`config.mk`:
```
export PLATFORM = sky130hd
export DESIGN_NAME = rk4_host_link_flat
export DESIGN_NICKNAME = d
export VERILOG_FILES = /design/src/rtl/rk4_host_link_if.sv /design/src/rtl/rk4_host_link.sv /design/src/flat_wrapper.sv
export SDC_FILE = /design/constraint.sdc
export NUM_CORES = 1
export LEC_CHECK = 0
export BUFFER_PORTS_ARGS = -buffer_cell sky130_fd_sc_hd__buf_2
export CAP_MARGIN = 15
export CORE_AREA = 2 2 172 140
export CTS_CLUSTER_SIZE = 20
export DETAILED_ROUTE_END_ITERATION = 10
export DIE_AREA = 0 0 174 142
export MAX_ROUTING_LAYER = met4
export PLACE_DENSITY = 0.82
export SYNTH_ARGS = -nofsm -noshare
export SYNTH_HDL_FRONTEND = slang
export SYNTH_SLANG_ARGS = --single-unit
```
`constraint.sdc`:
```
create_clock -name clk -period 1.9 [get_ports clk]
set_input_delay 0.19 -clock clk [delete_from_list [all_inputs] [get_ports clk]]
set_output_delay 0.19 -clock clk [all_outputs]
set_load 0.02 [all_outputs]
```
`src/rtl/rk4_host_link_if.sv`:
```
// Byte-level UART side and record-consumer side of the RK4 host link.
// master = the link itself, slave = the uart_tx/uart_rx/consumer side.
interface rk4_host_link_if;
    logic        tx_valid;
    logic [7:0]  tx_data;
    logic        tx_ready;
    logic        rx_valid;
    logic [7:0]  rx_data;
    logic        rec_valid;
    logic        rec_ready;
    logic [31:0] rec_ti;
    logic [31:0] rec_yi;

    modport master (
        output tx_valid, tx_data, rec_valid, rec_ti, rec_yi,
        input  tx_ready, rx_valid, rx_data, rec_ready
    );

    modport slave (
        input  tx_valid, tx_data, rec_valid, rec_ti, rec_yi,
        output tx_ready, rx_valid, rx_data, rec_ready
    );
endinterface

```
`src/rtl/rk4_host_link.sv`:
```
// Host side of the RK4 solver byte protocol: sends v0y, parses (ti, yi) records into a 2-deep FIFO.
// Optional sequence checking of received records is enabled by defining RK4_HOST_CHECK_EN.
module rk4_host_link #(
    parameter logic [31:0] TIMEOUT_CYCLES = 32'd10_000_000,
    parameter logic [7:0]  MAX_RECORDS    = 8'd127
) (
    input  logic                  clk,
    input  logic                  rst_n,
    input  logic                  start,
    input  logic [31:0]           v0y_in,
    output logic                  busy,
    output logic [7:0]            rec_count,
    output logic                  done,
    output logic                  err_timeout,
    output logic                  err_overflow,
    output logic                  seq_err,
    rk4_host_link_if.master       bus
);

    typedef enum logic [1:0] {S_IDLE, S_SEND, S_RX_TI, S_RX_YI} state_t;

    localparam logic [31:0] END_MARKER = 32'hDEADBEEF;

    state_t      state_q, state_d;
    logic [31:0] v0y_q, v0y_d;
    logic [1:0]  byte_idx_q, byte_idx_d;
    logic [31:0] word_q, word_d;
    logic [31:0] ti_q, ti_d;
    logic [31:0] tmo_q, tmo_d;
    logic        tx_valid_q, tx_valid_d;
    logic [7:0]  tx_data_q, tx_data_d;
    logic        done_q, done_d;
    logic        err_timeout_q, err_timeout_d;
    logic        err_overflow_q, err_overflow_d;
    logic [7:0]  rec_count_q, rec_count_d;
    logic [1:0]  fifo_cnt_q, fifo_cnt_d;
    logic [63:0] fifo_e0_q, fifo_e0_d;
    logic [63:0] fifo_e1_q, fifo_e1_d;
`ifdef RK4_HOST_CHECK_EN
    logic [31:0] prev_ti_q, prev_ti_d;
    logic        have_prev_q, have_prev_d;
    logic        seq_err_q, seq_err_d;
`endif

    logic [31:0] w;
    logic        push, pop, clear_fifo;

    assign w = {bus.rx_data, word_q[31:8]};

    always_comb begin
        state_d        = state_q;
        v0y_d          = v0y_q;
        byte_idx_d     = byte_idx_q;
        word_d         = word_q;
        ti_d           = ti_q;
        tmo_d          = tmo_q;
        tx_valid_d     = 1'b0;
        tx_data_d      = tx_data_q;
        done_d         = 1'b0;
        err_timeout_d  = err_timeout_q;
        err_overflow_d = err_overflow_q;
        rec_count_d    = rec_count_q;
        fifo_cnt_d     = fifo_cnt_q;
        fifo_e0_d      = fifo_e0_q;
        fifo_e1_d      = fifo_e1_q;
        push           = 1'b0;
        clear_fifo     = 1'b0;
        pop            = (fifo_cnt_q != 2'd0) && bus.rec_ready;
`ifdef RK4_HOST_CHECK_EN
        prev_ti_d      = prev_ti_q;
        have_prev_d    = have_prev_q;
        seq_err_d      = seq_err_q;
`endif

        case (state_q)
            S_IDLE: begin
                if (start) begin
                    v0y_d          = v0y_in;
                    err_timeout_d  = 1'b0;
                    err_overflow_d = 1'b0;
                    rec_count_d    = '0;
                    clear_fifo     = 1'b1;
                    byte_idx_d     = '0;
                    state_d        = S_SEND;
`ifdef RK4_HOST_CHECK_EN
                    have_prev_d    = 1'b0;
                    seq_err_d      = 1'b0;
`endif
                end
            end
            S_SEND: begin
                // Gating on the previous strobe guarantees a gap between bytes.
                if (bus.tx_ready && !tx_valid_q) begin
                    tx_valid_d = 1'b1;
                    tx_data_d  = v0y_q[{byte_idx_q, 3'b000} +: 8];
                    byte_idx_d = byte_idx_q + 2'd1;
                    if (byte_idx_q == 2'd3) begin
                        state_d = S_RX_TI;
                        tmo_d   = '0;
                    end
                end
            end
            S_RX_TI, S_RX_YI: begin
                if (bus.rx_valid) begin
                    tmo_d      = '0;
                    word_d     = w;
                    byte_idx_d = byte_idx_q + 2'd1;
                    if (byte_idx_q == 2'd3) begin
                        if (state_q == S_RX_TI) begin
                            if (w == END_MARKER) begin
                                done_d  = 1'b1;
                                state_d = S_IDLE;
                            end else begin
                                ti_d    = w;
                                state_d = S_RX_YI;
                            end
                        end else begin
                            push        = 1'b1;
                            rec_count_d = (rec_count_q == 8'hFF) ? rec_count_q : rec_count_q + 8'd1;
                            state_d     = S_RX_TI;
                            if (rec_count_d >= MAX_RECORDS) begin
                                err_overflow_d = 1'b1;
                                state_d        = S_IDLE;
                            end
`ifdef RK4_HOST_CHECK_EN
                            if ((have_prev_q ? ($signed(ti_q) <= $signed(prev_ti_q)) : ti_q[31]) || w[31])
                                seq_err_d = 1'b1;
                            prev_ti_d   = ti_q;
                            have_prev_d = 1'b1;
`endif
                        end
                    end
                end else if (tmo_q == TIMEOUT_CYCLES - 32'd1) begin
                    err_timeout_d = 1'b1;
                    byte_idx_d    = '0;
                    state_d       = S_IDLE;
                end else begin
                    tmo_d = tmo_q + 32'd1;
                end
            end
            default: state_d = S_IDLE;
        endcase

        // Two-entry FIFO kept as head/tail registers; pop shifts tail into head.
        if (clear_fifo) begin
            fifo_cnt_d = '0;
        end else if (push && pop) begin
            if (fifo_cnt_q == 2'd1) begin
                fifo_e0_d = {ti_q, w};
            end else begin
                fifo_e0_d = fifo_e1_q;
                fifo_e1_d = {ti_q, w};
            end
        end else if (pop) begin
            fifo_e0_d  = fifo_e1_q;
            fifo_cnt_d = fifo_cnt_q - 2'd1;
        end else if (push) begin
            case (fifo_cnt_q)
                2'd0: begin
                    fifo_e0_d  = {ti_q, w};
                    fifo_cnt_d = 2'd1;
                end
                2'd1: begin
                    fifo_e1_d  = {ti_q, w};
                    fifo_cnt_d = 2'd2;
                end
                default: err_overflow_d = 1'b1;
            endcase
        end
    end

    always_ff @(posedge clk or negedge rst_n) begin
        if (!rst_n) begin
            state_q        <= S_IDLE;
            v0y_q          <= '0;
            byte_idx_q     <= '0;
            word_q         <= '0;
            ti_q           <= '0;
            tmo_q          <= '0;
            tx_valid_q     <= 1'b0;
            tx_data_q      <= '0;
            done_q         <= 1'b0;
            err_timeout_q  <= 1'b0;
            err_overflow_q <= 1'b0;
            rec_count_q    <= '0;
            fifo_cnt_q     <= '0;
            fifo_e0_q      <= '0;
            fifo_e1_q      <= '0;
`ifdef RK4_HOST_CHECK_EN
            prev_ti_q      <= '0;
            have_prev_q    <= 1'b0;
            seq_err_q      <= 1'b0;
`endif
        end else begin
            state_q        <= state_d;
            v0y_q          <= v0y_d;
            byte_idx_q     <= byte_idx_d;
            word_q         <= word_d;
            ti_q           <= ti_d;
            tmo_q          <= tmo_d;
            tx_valid_q     <= tx_valid_d;
            tx_data_q      <= tx_data_d;
            done_q         <= done_d;
            err_timeout_q  <= err_timeout_d;
            err_overflow_q <= err_overflow_d;
            rec_count_q    <= rec_count_d;
            fifo_cnt_q     <= fifo_cnt_d;
            fifo_e0_q      <= fifo_e0_d;
            fifo_e1_q      <= fifo_e1_d;
`ifdef RK4_HOST_CHECK_EN
            prev_ti_q      <= prev_ti_d;
            have_prev_q    <= have_prev_d;
            seq_err_q      <= seq_err_d;
`endif
        end
    end

    assign busy          = (state_q != S_IDLE);
    assign rec_count     = rec_count_q;
    assign done          = done_q;
    assign err_timeout   = err_timeout_q;
    assign err_overflow  = err_overflow_q;
    assign bus.tx_valid  = tx_valid_q;
    assign bus.tx_data   = tx_data_q;
    assign bus.rec_valid = (fifo_cnt_q != 2'd0);
    assign bus.rec_ti    = fifo_e0_q[63:32];
    assign bus.rec_yi    = fifo_e0_q[31:0];
`ifdef RK4_HOST_CHECK_EN
    assign seq_err       = seq_err_q;
`else
    assign seq_err       = 1'b0;
`endif

endmodule

```
`src/flat_wrapper.sv`:
```
// flat-port wrapper written by rule: the top's interface ports become plain ports
module rk4_host_link_flat 
#(
    parameter logic [31:0] TIMEOUT_CYCLES = 32'd10_000_000,
    parameter logic [7:0]  MAX_RECORDS    = 8'd127
)
  (clk, rst_n, start, v0y_in, busy, rec_count, done, err_timeout, err_overflow, seq_err, bus_tx_valid, bus_tx_data, bus_rec_valid, bus_rec_ti, bus_rec_yi, bus_tx_ready, bus_rx_valid, bus_rx_data, bus_rec_ready);
  rk4_host_link_if bus_i ();
  input  logic clk;
  input  logic rst_n;
  input  logic start;
  input  logic [31:0] v0y_in;
  output logic busy;
  output logic [7:0] rec_count;
  output logic done;
  output logic err_timeout;
  output logic err_overflow;
  output logic seq_err;
  output wire logic [$bits(bus_i.tx_valid)-1:0] bus_tx_valid;
  output wire logic [$bits(bus_i.tx_data)-1:0] bus_tx_data;
  output wire logic [$bits(bus_i.rec_valid)-1:0] bus_rec_valid;
  output wire logic [$bits(bus_i.rec_ti)-1:0] bus_rec_ti;
  output wire logic [$bits(bus_i.rec_yi)-1:0] bus_rec_yi;
  input wire logic [$bits(bus_i.tx_ready)-1:0] bus_tx_ready;
  input wire logic [$bits(bus_i.rx_valid)-1:0] bus_rx_valid;
  input wire logic [$bits(bus_i.rx_data)-1:0] bus_rx_data;
  input wire logic [$bits(bus_i.rec_ready)-1:0] bus_rec_ready;
  assign bus_tx_valid = bus_i.tx_valid;
  assign bus_tx_data = bus_i.tx_data;
  assign bus_rec_valid = bus_i.rec_valid;
  assign bus_rec_ti = bus_i.rec_ti;
  assign bus_rec_yi = bus_i.rec_yi;
  assign bus_i.tx_ready = bus_tx_ready;
  assign bus_i.rx_valid = bus_rx_valid;
  assign bus_i.rx_data = bus_rx_data;
  assign bus_i.rec_ready = bus_rec_ready;
  rk4_host_link #(.TIMEOUT_CYCLES(TIMEOUT_CYCLES), .MAX_RECORDS(MAX_RECORDS)) u_core (.clk(clk), .rst_n(rst_n), .start(start), .v0y_in(v0y_in), .busy(busy), .rec_count(rec_count), .done(done), .err_timeout(err_timeout), .err_overflow(err_overflow), .seq_err(seq_err), .bus(bus_i));
endmodule
```
## Yosys cells after proc, flatten, opt, wreduce, memory -nomap -nowiden

Cells that the tools add are included.

- Add/subtract/negate cells: 4
- $lt $le $gt $ge: 1
- Eq/ne operators: 22
- Shifts and indexed selects: 1
- Multiplexer cells: 67
- Bitwise operators: 2
- Reductions and logical operators: 29

Operators by type and width:

| cell | number |
|---|---|
| two-way mux 64 bit | 9 |
| two-way mux 32 bit | 4 |
| one-hot mux 32 bit (2 select lines) | 1 |
| two-way mux 8 bit | 5 |
| adder 32 x 1 -> 32 bit (second input constant) | 1 |
| == test 32 x 24 -> 1 bit (second input constant) | 1 |
| == test 32 bit (second input constant) | 1 |
| two-way mux 2 bit | 16 |
| variable part select 32 x 6 -> 8 bit | 1 |
| two-way mux 1 bit | 26 |
| one-hot mux 8 bit (2 select lines) | 1 |
| AND reduction 5 bit | 3 |
| != test 2 bit (second input constant) | 6 |
| one-hot mux 2 bit (3 select lines) | 2 |
| AND reduction 4 bit | 3 |
| != test 2 x 1 -> 1 bit (second input constant) | 5 |
| nonzero test 2 bit | 5 |
| AND reduction 3 bit | 3 |
| nonzero test 3 bit | 3 |
| adder 8 x 1 -> 8 bit (second input constant) | 1 |
| == test 8 bit (second input constant) | 1 |
| >= comparator 8 x 7 -> 1 bit (second input constant) | 1 |
| == test 2 bit (second input constant) | 3 |
| != test 3 x 2 -> 1 bit (second input constant) | 2 |
| other kinds (13) | 22 |

- Flip-flop bits (word level): 282
- Bits of input ports: 46
- Word-level logic and storage cells: 141

## Depth between registers and ports, before layout

- Depth in word-level cells: 13
- Gate-level depth with buffers: 10
- Depth with buffers taken out: 7

## Least setup slack after synthesis

Ideal clock, no wire load.

- Path kind: register -> register
- From: reg u_core.tmo_q[0]
- To: reg u_core.tmo_q[8]
- Library setup time: 79 ps
- Arrival time: 1,917 ps
- Required time: 1,821 ps
- Setup slack: -96 ps
- Stages on the path, launching flop included: 8
- Buffers on the path: 1
- Path through: dfrtp_1 -> ha_1 -> and4_1 -> nand3_1 -> buf_2 -> or3b_2 -> or3_1 -> a21oi_1

- Cells in the longest elaborated chain, start to end: 4
- Elaborated cells on any way between the ends: 7

Ends and longest elaborated chain:

| element | line | source |
|---|---|---|
| start, declared | rk4_host_link.sv:29 | `logic [31:0] tmo_q, tmo_d;` |
| start signal, assigned | rk4_host_link.sv:200 | `tmo_q <= tmo_d;` |
| adder 32 x 1 -> 32 bit | rk4_host_link.sv:138 | `tmo_d = tmo_q + 32'd1;` |
| two-way mux 32 bit | rk4_host_link.sv:133 | `end else if (tmo_q == TIMEOUT_CYCLES - 32'd1) begin` |
| two-way mux 32 bit | rk4_host_link.sv:104 | `if (bus.rx_valid) begin` |
| one-hot mux 32 bit (2 select lines) | rk4_host_link.sv:75 | `case (state_q)` |

Parallel ways exist; a longest one is shown, timed or not. The select of a mux whose other input is x is not followed.
A chain may end at the register's enable or synchronous reset.

## Worst setup path after layout

- From: reg u_core.word_q[28]
- To: reg u_core.ti_q[19]

- Cells in the longest elaborated chain, start to end: 3

Ends and longest elaborated chain:

| element | line | source |
|---|---|---|
| start, declared | rk4_host_link.sv:27 | `logic [31:0] word_q, word_d;` |
| start signal, assigned | rk4_host_link.sv:198 | `word_q <= word_d;` |
| == test 32 bit | rk4_host_link.sv:110 | `if (w == END_MARKER) begin` |
| NOT 1 bit (no source line) | n/a |  |
| AND reduction 5 bit (no source line) | n/a |  |
| end signal, assigned | rk4_host_link.sv:199 | `ti_q <= ti_d;` |
| end, declared | rk4_host_link.sv:28 | `logic [31:0] ti_q, ti_d;` |

Every way passes these cells.

==> metrics.md <==
| Metric | Value |
|---|---|
| Gate power share | 40.8% |
| RR Startpoint | u_core.word_q[28] |
| Slew Viols, Final | 0 |
| Slack of the critical path | -158 ps |
| Yosys warning total | 0 |
| Filler cell count in the final layout | 1368 |
| Worst Min Path Start | bus_rx_valid |
| Failing checks | setup timing |
| GR Layer Usage met3 | 4.46% |
| Pwr dens | 1500 nW/um^2 |
| # diodes | 0 |
| Synthesized instance count | 961 |
| Distinct cell type count after synthesis | 64 |
| Fin. Hold Viols | 0 |
| Kind of end point of the critical path | register |
| Cells on worst reg2reg path | 6 |
| Post-synthesis cell area | 12000 sq um |
| Global-route wire length before repair | 50300 um |
| Pin count of the biggest net entering global routing | 75 |
| DIE AREA | 24700 sq um |
| Most Used Layer, Global Route | met2 |
| P&R area growth vs syn | 41.6% |
| RSZ-0062 raised after global routing | true |
| Peak supply drop | 0.000809 V |
| Nets | 1322 |
| PortBufs | 131 |
| Final estimated routing congestion in global placement | 0.881 |
| Period utilization | 108% |
| Yosys reg bits | 274 |
| Gr ovfl total | 0 |
| R2R Setup Slk | -160 ps |
| Clock share of power | 20.7% |
| R2r endpoint | u_core.ti_q[19] |
| Synthesized area per cell | 12.5 sq um |
| Seq pwr share | 38.5% |
| Drt pass-1 iters | 5 |
| Worst EP arrival | 2510 ps |
| GR Util met2 | 44.3% |
| Reg area | 6860 sq um |
| Setup Skew | 21.7 ps |
| Vias in the first global route | 9292 |
| Worst Path Required | 2350 ps |
| Initial antenna violation count | 0 |
| TritonCTS clock tree | yes |
| Root buf cell | clkbuf_16 |
| Largest area contributor in the netlist | dfrtp_1 |
| LEAKAGE | 7.74 nW |
| ANT nets after route | 0 |
| Die W | 174 um |
| Switching share of power | 35.9% |
| Pint | 16.3 mW |
| Later-pin clock latency in the skew report | 560 ps |
| DR vias | 9539 |
| Setup CP Type | reg -> reg |
| Worst-path clk slew | 70 ps |
| Wire length per cell | 23.4 um |
| Yosys top cell area share | 57.2% |
| Starting Density | 52.1% |
| Tmin final | 2060 ps |
| Max Cap Viol | 0 |
| Die Ht | 142 um |
| Placeable Area | 23000 sq um |
| Post-synth EDFFs | 0 |
| CTS H-tree depth | 1 |
| Worst Hold Depth | 4 |
| Layout cells sized above 1 | 47.4% |
| Inst Count DP | 1445 |
| Num ports | 133 |
| Clock Sinks | 274 |
| Layout Cells excl Fill | 1602 |
| Synth cell count leaders | dfrtp_1 (274), mux2_2 (132), nand2_1 (83) |
| Core Rows | 50 |
| Max Clk Rate | 486 MHz |
| Top cells by area, synth | dfrtp_1 (57%), mux2_2 (12%), mux2i_1 (5.3%) |
| Most common cell in the netlist | dfrtp_1 |
| Type of origin of the critical path | register |
| Num CTS Buffers | 27 |
| Met1 Use GR | 33.6% |
| Post-DP HPWL | 18400 um |
| HP Class | in -> reg |
| Post-layout power | 25.5 mW |
| Detailed Route Iter0 Violations | 774 |
| Worst hold endpoint | u_core.state_q[1] |
| Clock buffer depth | 3 |
| Psw | 9.17 mW |
| Critical path peak fanout | 15 |
| Detailed Route WL | 37500 um |
| Post-synth top flop | dfrtp_1 |
| GRT Total Usage | 26.4% |
| Status | finished, violations left |
| Vias per inst | 5.95 |
| Final setup viols | 107 |
| Post-route DRC | 0 |
| Area of the multi-input gates | 5790 sq um |
| Sequential-to-total area share from yosys stat | 57.2% |
| Synth async-reset ratio | 100% |
| Net Count, Synth | 1012 |
-- cell type report --
cell class | instances | area share, %
multi-input combinational | 621 | 34.1
clock buffer | 42 | 4.61
timing repair buffer | 335 | 17.8
clock inverter | 6 | 0.428
sequential | 274 | 40.4
inverter | 12 | 0.265
tap | 312 | 2.30
-- per-layer routing --
layer | wire length (um) | share of wire (%)
met5 | 0 | 0
met4 | 1730 | 4.6
met3 | 2460 | 6.6
met2 | 18800 | 50
met1 | 14500 | 39
-- worst max-delay path by stage --
stage,slack [ps],start,to
after floorplan,-60,u_core.tmo_q[0],u_core.tmo_q[8]
after global placement,-110,u_core.word_q[22],u_core.ti_q[20]
after detailed placement,-150,u_core.word_q[22],u_core.ti_q[6]
after CTS,-140,u_core.word_q[22],u_core.ti_q[12]
after global routing,-210,u_core.fifo_cnt_q[0],u_core.fifo_e0_q[32]
final,-160,u_core.word_q[28],u_core.ti_q[19]
-- what timing repair did --
item,4_1_cts,5_1_grt
buffers inserted,24,31
pin swaps,19,44
setup endpoints to repair,153,179
gates resized for setup,101,197
hold buffers,40,0
cloned,10,14
endpoints found under the hold margin,323,0
-- worst max-delay path: stages (launching register included) --
cell and delay, ps:
dfrtp_1 410, or4bb_1 570, nor4_4 180, buf_4 180, a21oi_4 90, buf_12 180, mux2_1 320
-- power by group through the flow --
| stage | registers, mW | logic, mW | clock network [mW] |
|---|---|---|---|
| 4_1_cts | 9.43 | 8.72 | 5.26 |
| 3_5_place_dp | 9.45 | 7.45 | 0 |
| 3_3_place_gp | 9.28 | 7.17 | 0 |
| 5_1_grt | 10.0 | 11.0 | 5.59 |
| 6_report | 9.83 | 10.4 | 5.28 |
| 2_1_floorplan | 10.0 | 3.91 | 0 |
-- sequential cells by signal, summed over array words and instances, names as in the netlist, 2 cells and up --
register,flops
u_core.v0y_q,32
u_core.fifo_e0_q,64
u_core.byte_idx_q,2
u_core.word_q,24
u_core.tmo_q,32
u_core.state_q,2
u_core.bus.tx_data,8
u_core.rec_count,8
u_core.fifo_e1_q,64
u_core.fifo_cnt_q,2
u_core.ti_q,32
-- logic make-up after synthesis --
| family | count (synthesis) | share of synthesized area, % |
|---|---|---|
| simple gates | 226 | 9.82 |
| compound gates | 139 | 6.82 |
| flops | 274 | 57.2 |
| fa+ha+maj | 5 | 0.522 |
| other cells | 1 | 0.0313 |
| buf+inv | 67 | 2.43 |
| mux | 234 | 22.1 |
| xor+xnor | 15 | 1.10 |
-- layout by cell type, fill, tap and decap left out, drive strengths merged, types with 15 or more instances in the layout --
cell type	count
buf	286
dfrtp	274
mux2	162
nand2	83
o21ai	79
mux2i	64
clkbuf	51
dlygate4sd3	40
nor2	31
a21oi	20
xnor2	15
nand3	15
-- per-stage QoR --
step                setup WS (ps)  TNS, ps  hold slack [ps]  cell area, sq um  utilization (%)
CTS                          -144    -4680             41.1             15900             68.9
finish                       -158    -7310             65.5             17000             73.7
global placement             -112    -4170             82.4             13800             59.8
global route                 -214   -19040             61.4             17000             73.7
floorplan                   -60.1    -1020             -106             12000                -
detailed placement           -150    -8920             83.3             13800             59.8
(Power assumes the default switching activity.)
